<file path="src/rtl/picorv32_ifetch_line_buffer.sv">
// One-line instruction prefetch buffer between the PicoRV32 native bus and the FreeAHB adapter.
// Fetch misses refill the whole line word by word; data accesses pass straight through.
`timescale 1ns/1ps
module picorv32_ifetch_line_buffer #(
  parameter int unsigned LINE_WORDS = 4,
  parameter int unsigned ADDR_W     = 32
) (
  input  logic              clk,
  input  logic              resetn,
  input  logic              inv,
  input  logic              mem_valid,
  input  logic              mem_instr,
  output logic              mem_ready,
  input  logic [ADDR_W-1:0] mem_addr,
  input  logic [31:0]       mem_wdata,
  input  logic [3:0]        mem_wstrb,
  output logic [31:0]       mem_rdata,
  output logic              dn_valid,
  output logic              dn_instr,
  input  logic              dn_ready,
  output logic [ADDR_W-1:0] dn_addr,
  output logic [31:0]       dn_wdata,
  output logic [3:0]        dn_wstrb,
  input  logic [31:0]       dn_rdata
);

  localparam int unsigned IdxW = $clog2(LINE_WORDS);
  localparam int unsigned TagW = ADDR_W - IdxW - 2;

  typedef enum logic [2:0] {StIdle, StFill, StFgap, StFresp, StPass, StRgap} state_e;

  state_e            state_q, state_d;
  logic              line_valid_q, line_valid_d;
  logic [IdxW-1:0]   fill_ctr_q, fill_ctr_d;
  logic              inv_seen_q, inv_seen_d;
  logic [ADDR_W-1:0] req_addr_q, req_addr_d;
  logic              mem_ready_q, mem_ready_d;
  logic [31:0]       mem_rdata_q, mem_rdata_d;
  logic              dn_valid_q, dn_valid_d;
  logic              dn_instr_q, dn_instr_d;
  logic [ADDR_W-1:0] dn_addr_q, dn_addr_d;
  logic [31:0]       dn_wdata_q, dn_wdata_d;
  logic [3:0]        dn_wstrb_q, dn_wstrb_d;
  logic [31:0]       line_q [LINE_WORDS];
  logic [31:0]       line_d [LINE_WORDS];
  logic [TagW-1:0]   tag_q, tag_d;

  logic [TagW-1:0] req_tag;
  logic [IdxW-1:0] req_idx;
  logic [TagW-1:0] fill_tag;
  logic [IdxW-1:0] fill_idx;
  logic            tag_match;
  logic            hit;
  logic            fill_last;

  assign req_tag   = mem_addr[ADDR_W-1 -: TagW];
  assign req_idx   = mem_addr[IdxW+1:2];
  assign fill_tag  = req_addr_q[ADDR_W-1 -: TagW];
  assign fill_idx  = req_addr_q[IdxW+1:2];
  assign tag_match = (tag_q == req_tag);
  // inv wins over a lookup in the same cycle
  assign hit       = line_valid_q && tag_match && !inv;
  assign fill_last = (fill_ctr_q == IdxW'(LINE_WORDS - 1));

  always_comb begin
    state_d      = state_q;
    line_valid_d = line_valid_q;
    fill_ctr_d   = fill_ctr_q;
    inv_seen_d   = inv_seen_q | inv;
    req_addr_d   = req_addr_q;
    mem_ready_d  = 1'b0;
    mem_rdata_d  = mem_rdata_q;
    dn_valid_d   = dn_valid_q;
    dn_instr_d   = dn_instr_q;
    dn_addr_d    = dn_addr_q;
    dn_wdata_d   = dn_wdata_q;
    dn_wstrb_d   = dn_wstrb_q;
    line_d       = line_q;
    tag_d        = tag_q;

    unique case (state_q)
      StIdle: begin
        if (mem_valid) begin
          if (mem_instr && (mem_wstrb == 4'b0000)) begin
            if (hit) begin
              mem_rdata_d = line_q[req_idx];
              mem_ready_d = 1'b1;
              state_d     = StRgap;
            end else begin
              req_addr_d = mem_addr;
              fill_ctr_d = '0;
              inv_seen_d = 1'b0;
              dn_valid_d = 1'b1;
              dn_instr_d = 1'b1;
              dn_wstrb_d = 4'b0000;
              dn_addr_d  = {req_tag, {IdxW{1'b0}}, 2'b00};
              state_d    = StFill;
            end
          end else begin
            dn_valid_d = 1'b1;
            dn_instr_d = mem_instr;
            dn_addr_d  = mem_addr;
            dn_wdata_d = mem_wdata;
            dn_wstrb_d = mem_wstrb;
            state_d    = StPass;
            if ((mem_wstrb != 4'b0000) && tag_match) begin
              line_valid_d = 1'b0;
            end
          end
        end
      end
      StFill: begin
        if (dn_valid_q && dn_ready) begin
          line_d[fill_ctr_q] = dn_rdata;
          dn_valid_d         = 1'b0;
          state_d            = StFgap;
        end
      end
      StFgap: begin
        if (fill_last) begin
          tag_d        = fill_tag;
          line_valid_d = !inv_seen_q;
          state_d      = StFresp;
        end else begin
          fill_ctr_d = fill_ctr_q + 1'b1;
          dn_valid_d = 1'b1;
          dn_addr_d  = {fill_tag, fill_ctr_d, 2'b00};
          state_d    = StFill;
        end
      end
      StFresp: begin
        mem_rdata_d = line_q[fill_idx];
        mem_ready_d = 1'b1;
        state_d     = StRgap;
      end
      StPass: begin
        if (dn_valid_q && dn_ready) begin
          mem_rdata_d = dn_rdata;
          mem_ready_d = 1'b1;
          dn_valid_d  = 1'b0;
          state_d     = StRgap;
        end
      end
      StRgap: begin
        // the core drops mem_valid after the ready cycle, so it is ignored here
        state_d = StIdle;
      end
      default: state_d = StIdle;
    endcase

    if (inv) begin
      line_valid_d = 1'b0;
    end
  end

  always_ff @(posedge clk or negedge resetn) begin
    if (!resetn) begin
      state_q      <= StIdle;
      line_valid_q <= 1'b0;
      fill_ctr_q   <= '0;
      inv_seen_q   <= 1'b0;
      req_addr_q   <= '0;
      mem_ready_q  <= 1'b0;
      mem_rdata_q  <= '0;
      dn_valid_q   <= 1'b0;
      dn_instr_q   <= 1'b0;
      dn_addr_q    <= '0;
      dn_wdata_q   <= '0;
      dn_wstrb_q   <= '0;
    end else begin
      state_q      <= state_d;
      line_valid_q <= line_valid_d;
      fill_ctr_q   <= fill_ctr_d;
      inv_seen_q   <= inv_seen_d;
      req_addr_q   <= req_addr_d;
      mem_ready_q  <= mem_ready_d;
      mem_rdata_q  <= mem_rdata_d;
      dn_valid_q   <= dn_valid_d;
      dn_instr_q   <= dn_instr_d;
      dn_addr_q    <= dn_addr_d;
      dn_wdata_q   <= dn_wdata_d;
      dn_wstrb_q   <= dn_wstrb_d;
    end
  end

  // Line storage and tag carry no reset; line_valid qualifies them.
  always_ff @(posedge clk) begin
    line_q <= line_d;
    tag_q  <= tag_d;
  end

  assign mem_ready = mem_ready_q;
  assign mem_rdata = mem_rdata_q;
  assign dn_valid  = dn_valid_q;
  assign dn_instr  = dn_instr_q;
  assign dn_addr   = dn_addr_q;
  assign dn_wdata  = dn_wdata_q;
  assign dn_wstrb  = dn_wstrb_q;

endmodule
</file>
<file path="config.mk">
export PLATFORM = sky130hd
export DESIGN_NAME = picorv32_ifetch_line_buffer
export DESIGN_NICKNAME = d
export VERILOG_FILES = /design/src/rtl/picorv32_ifetch_line_buffer.sv
export SDC_FILE = /design/constraint.sdc
export NUM_CORES = 1
export LEC_CHECK = 0
export BUFFER_PORTS_ARGS = -buffer_cell sky130_fd_sc_hd__buf_2
export CORE_AREA = 2 2 151 153
export CTS_BUF_LIST = sky130_fd_sc_hd__clkbuf_4 sky130_fd_sc_hd__clkbuf_8
export DETAILED_ROUTE_END_ITERATION = 16
export DIE_AREA = 0 0 153 155
export HOLD_SLACK_MARGIN = 0.1
export PLACE_DENSITY = 0.81
export SLEW_MARGIN = 20
export SYNTH_ARGS = -nofsm -noshare
export SYNTH_HDL_FRONTEND = slang
export SYNTH_SLANG_ARGS = --single-unit
</file>
<file path="constraint.sdc">
create_clock -name clk -period 4 [get_ports clk]
set_clock_uncertainty 0.2 [all_clocks]
set_input_delay 0.4 -clock clk [delete_from_list [all_inputs] [get_ports clk]]
set_output_delay 0.4 -clock clk [all_outputs]
set_load 0.01 [all_outputs]
</file>
== After elaboration in Yosys (flattened, before gate mapping) ==
Cells that the tools add are included.
Word-level totals
  bits in registers: 298
  bits of input ports: 106
  output and inout bits: 103
  word-level logic and storage cells: 130
Cells by class
  add/subtract/negate cells: 1
  order comparisons: 4
  equal/unequal tests: 20
  multiplexer cells: 55
  bitwise gates (word level): 6
  reductions and logical operators: 27
Operators by type and width (count)
  $mux 32: 13
  $bmux 32 s2: 2
  $bwmux 128: 1
  $pmux 32 s3: 1
  $demux 32 s2: 1
  $pmux 32 s2: 1
  $eq 28x28->1: 1
  $reduce_and 5->1: 4
  $mux 1: 19
  $ne 2x2->1 const B: 8
  $mux 3: 5
  $ne 3x3->1 const B: 5
  $pmux 3 s5: 1
  $mux 2: 5
  $ge 3x3->1 const B: 3
  $not 2->3: 3
  $reduce_and 3->1: 3
  $reduce_bool 3->1: 3
  $mux 4: 2
  $reduce_and 4->1: 2
  $eq 3x2->1 const B: 2
  $logic_and 1x1->1: 6
  $pmux 1 s3: 2
  $logic_not 4->1: 1
  16 further kinds: 19

== Longest topological paths before layout ==
  word-level depth: 8
  depth in mapped cells: 7
  gate-level depth less buffers: 6

== Worst setup path before layout ==
OpenSTA, ideal clock, no wires.
  kind: reg2reg
  start: register state_q[1]
  end: register line_valid_q
  library setup time: 0.121 ns
  arrival: 3.178 ns
  path slack: 0.501 ns
  cell stages (with the launch flop): 7
  path buffers: 1
  period minus slack after synthesis: 3.499 ns
  cell sequence: dfrtp_1 clkbuf_1 nand2_1 nor3_1 nand2b_1 o32a_1 a21oi_1
On the way
  cells in the longest elaborated chain, start to end: 3
  elaborated cells between the ends (all ways): 10
  those cells by class: 5 x eq/ne; 2 x mux; 3 x reduce/logical
RTL lines
  from (decl): line 32  | state_e state_q, state_d;
  from (signal assigned): line 158  | state_q <= StIdle;
  from (signal assigned): line 171  | state_q <= state_d;
  $eq 3x2->1 / $logic_not 3->1 (equally long branches): line 81  | unique case (state_q)
  $ne 3x3->1 (no line) (tied with other cells)
  $reduce_and 5->1 (no line) / $mux 1 (equally long branches)
  to (signal assigned): line 172  | line_valid_q <= line_valid_d;
  to (decl): line 33  | logic line_valid_q, line_valid_d;
Several ways; a longest one is shown, not always the timed one.
A chain may end at the register's enable or synchronous reset.

== Final worst setup path ==
  start: input port mem_addr[31]
  end: register dn_wstrb_q[3], in the netlist dn_wstrb[3]
On the way
  cells in the longest elaborated chain, start to end: 5
RTL lines
  from (decl): line 14  | input logic [ADDR_W-1:0] mem_addr,
  $eq 28x28->1: line 60  | assign tag_match = (tag_q == req_tag);
  $logic_and 1x1->1 (2 in series): line 62  | assign hit = line_valid_q && tag_match && !inv;
  $ne 2x2->1 (no line)
  $reduce_and 3->1 (no line)
  to (signal assigned): line 182  | dn_wstrb_q <= dn_wstrb_d;
  to (decl): line 43  | logic [3:0] dn_wstrb_q, dn_wstrb_d;
No other way between the ends.

==> run metrics <==
clock power share 0.304; pwr dens 559 nW/um2; status complete, no violations; kind of critical path in -> reg; #FFs+latches synth 296; total detailed-routing wirelength approximately 31000 um; maximum VDD drop 0.462 mV; Detail Route Antenna Nets 0; Reg power frac 0.448; total track usage 0.260; worst-margin pin slew 1.02 ns; warnings from Yosys 0; Critical Path AT 3.52 ns; type of origin of the critical path input port; initial antenna violation count 1; initial drt markers just over 600; # DRC 0; Worst EP required 4.21 ns; WL per Instance 21.5 um; full die area 23700 um2; DRT Pass-1 Iters 5; vias per inst 5.89; DP HPWL about 17000 um; CTS max path bufs 3; number of global-route vias before repair 9163; fmax 302 MHz; setup violators final 0; Leak around 6.7 nW; Slew headroom 0.316; final slew viol count 0; number of synthesized flops with an enable pin roughly 160; clock latency at the later pin of the worst-skew pair 0.56 ns; Comb pwr share 0.249; CTS tree yes; Yosys cell types 48; Die W 153 um; minimum clock period about 3.3 ns; Core Area approximately 22000 um2; Initial Utilization 0.574; most common cell after layout, fill and taps aside buf_2; Area after DPL ~14000 um2; CTS Buf Count between 40 and 50; die height 155 um; Rows 55; syn nets 886; total power around 9 mW; root buf cell clkbuf_8; I/O pins 209; clk slew on worst S/H paths 0.06 ns; Port-buffer cells 208; switching power share of the total 0.292; vias 8402; Most used DFF post-synth edfxtp_1; RD Place Congestion 0.777; CTS H-tree depth 2; Hold Crit Class reg -> reg; Final #Nets 1213; Async SR Flop Fraction 0.473; RSZ-0062 raised after global routing no; fin area 16200 um2; internal power 6.41 mW; largest net degree at the start of global routing ~100; Crit. End Element flip-flop; hold_ws 0.266 ns; first-pass GRT wire length around 48000 um; critical path fanouts, max 17; Final Cycle Share 0.827; endpoints failing hold 0; share of layout cells above drive strength 1 0.455; sequential area share after synthesis 0.642; sw power 2.65 mW; max_cap viols 0; most frequent cells in the layout buf_2 (207), edfxtp_1 (156), dfrtp_1 (139); Setup TNS Final 0 ns; Syn Area/Cell approximately 16 um2; clk sink count 296; synthesized instance count approximately 780; Area Overhead vs Synth 27.0%; post-synthesis cell area 12700 um2; global route overflow 0; PostCTS Resize Cnt 0
[power by group through the flow]
stage          Sequential, mW  Combinational, mW  Clock [mW]
2_1_floorplan            4.23               1.09           0
3_3_place_gp             4.07               2.10           0
3_5_place_dp             4.07               2.16           0
4_1_cts                  4.03               2.24        2.79
5_1_grt                  4.11               2.43        2.94
6_report                 4.05               2.25        2.75
[synthesized netlist by cell type, drive strengths merged, types with 2 or more instances]
cell type	number	area, um2
nor4	8	62.6
xnor2	4	35.0
a32o	2	20.0
clkbuf	37	139
nor2	13	48.8
inv	4	15.0
edfxtp	156	4680
dfrtp	140	3500
or4	2	20.0
a22oi	32	240
nand2	73	274
xor2	24	210
o31ai	2	15.0
o221a	28	315
ha	4	50.1
or3	29	184
and2	6	38.8
nor3	6	30.0
mux4	64	1440
buf	12	80.1
nand4	2	12.5
mux2	101	1140
nand3	4	20.0
a21oi	3	15.0
o21ai	6	45.1
a31oi	3	18.8
[cell type report]
type | count | area (um2)
clock buffer | 75 | 913
antenna | 1 | 2.50
inverter | 4 | 15.0
fill | 1346 | 6040
timing repair buffer | 326 | 2220
clock inverter | 12 | 110
multi-input combinational | 427 | 4390
tap | 285 | 357
sequential | 296 | 8190
[per-stage QoR]
stage	util	cells	worst slack, ns
4_1_cts	0.728	1425	0.703
5_1_grt	0.728	1426	0.594
6_report	0.728	1426	0.691
2_1_floorplan	-	776	0.501
3_3_place_gp	0.636	1235	0.714
3_5_place_dp	0.636	1235	0.673
[layer usage]
layer | global-route usage | wire length, um | share of wire
met1 | 0.331 | 12000 | 0.39
met2 | 0.442 | 15500 | 0.51
met3 | 0.0593 | 2310 | 0.076
met4 | 0.101 | 873 | 0.029
met5 | 0 | 0 | 0
[critical path: stages]
cell and delay [ns]:
dlygate4sd3_1 0.54, buf_2 0.14, xor2_1 0.15, nor4_1 0.44, nand4_1 0.28, or4_4 0.62
o21ai_4 0.53, mux2_2 0.40
[registers in the layout, indices dropped and copies added, names as in the netlist, 2 cells and up]
name	flops
req_addr_q	30
fill_ctr_q	2
dn_wstrb	4
line_q	128
tag_q	28
dn_addr	32
mem_rdata	32
state_q	3
dn_wdata	32
[path summary, 6_finish.rpt]
kind | startpoint | to | slack [ns] | cells after the start
max in group asynchronous | resetn | dn_wdata[30] | 2.50 | 3
hold reg to reg | req_addr_q[21] | tag_q[17] | 0.27 | 0
min in group asynchronous | resetn | mem_rdata[20] | 0.28 | 2
setup / recovery | mem_addr[31] | dn_wstrb[3] | 0.69 | 8
setup reg to reg | tag_q[5] | dn_wstrb[3] | 0.83 | 6
hold / removal | req_addr_q[21] | tag_q[17] | 0.27 | 0
[logic make-up (layout without fill, tap and decap cells)]
logic type | count (synthesis) | after routing | share of synthesized area
AOI/OAI and AO/OA | 82 | 82 | 0.0565
xor gates and xnor gates | 28 | 28 | 0.0192
adders and majority gates | 4 | 4 | 0.00393
buffers and inverters | 53 | 417 | 0.0184
DFF | 296 | 296 | 0.642
muxes | 165 | 165 | 0.202
other | 0 | 1 | 0
and+or+nand+nor | 148 | 148 | 0.0575
[what timing repair did]
action                                  CTS  global route
hold endpoints to repair                360             0
hold buffers                            103             0
setup buffers                             0             0
endpoints found under the setup margin    0             0
(Power assumes the default switching activity.)
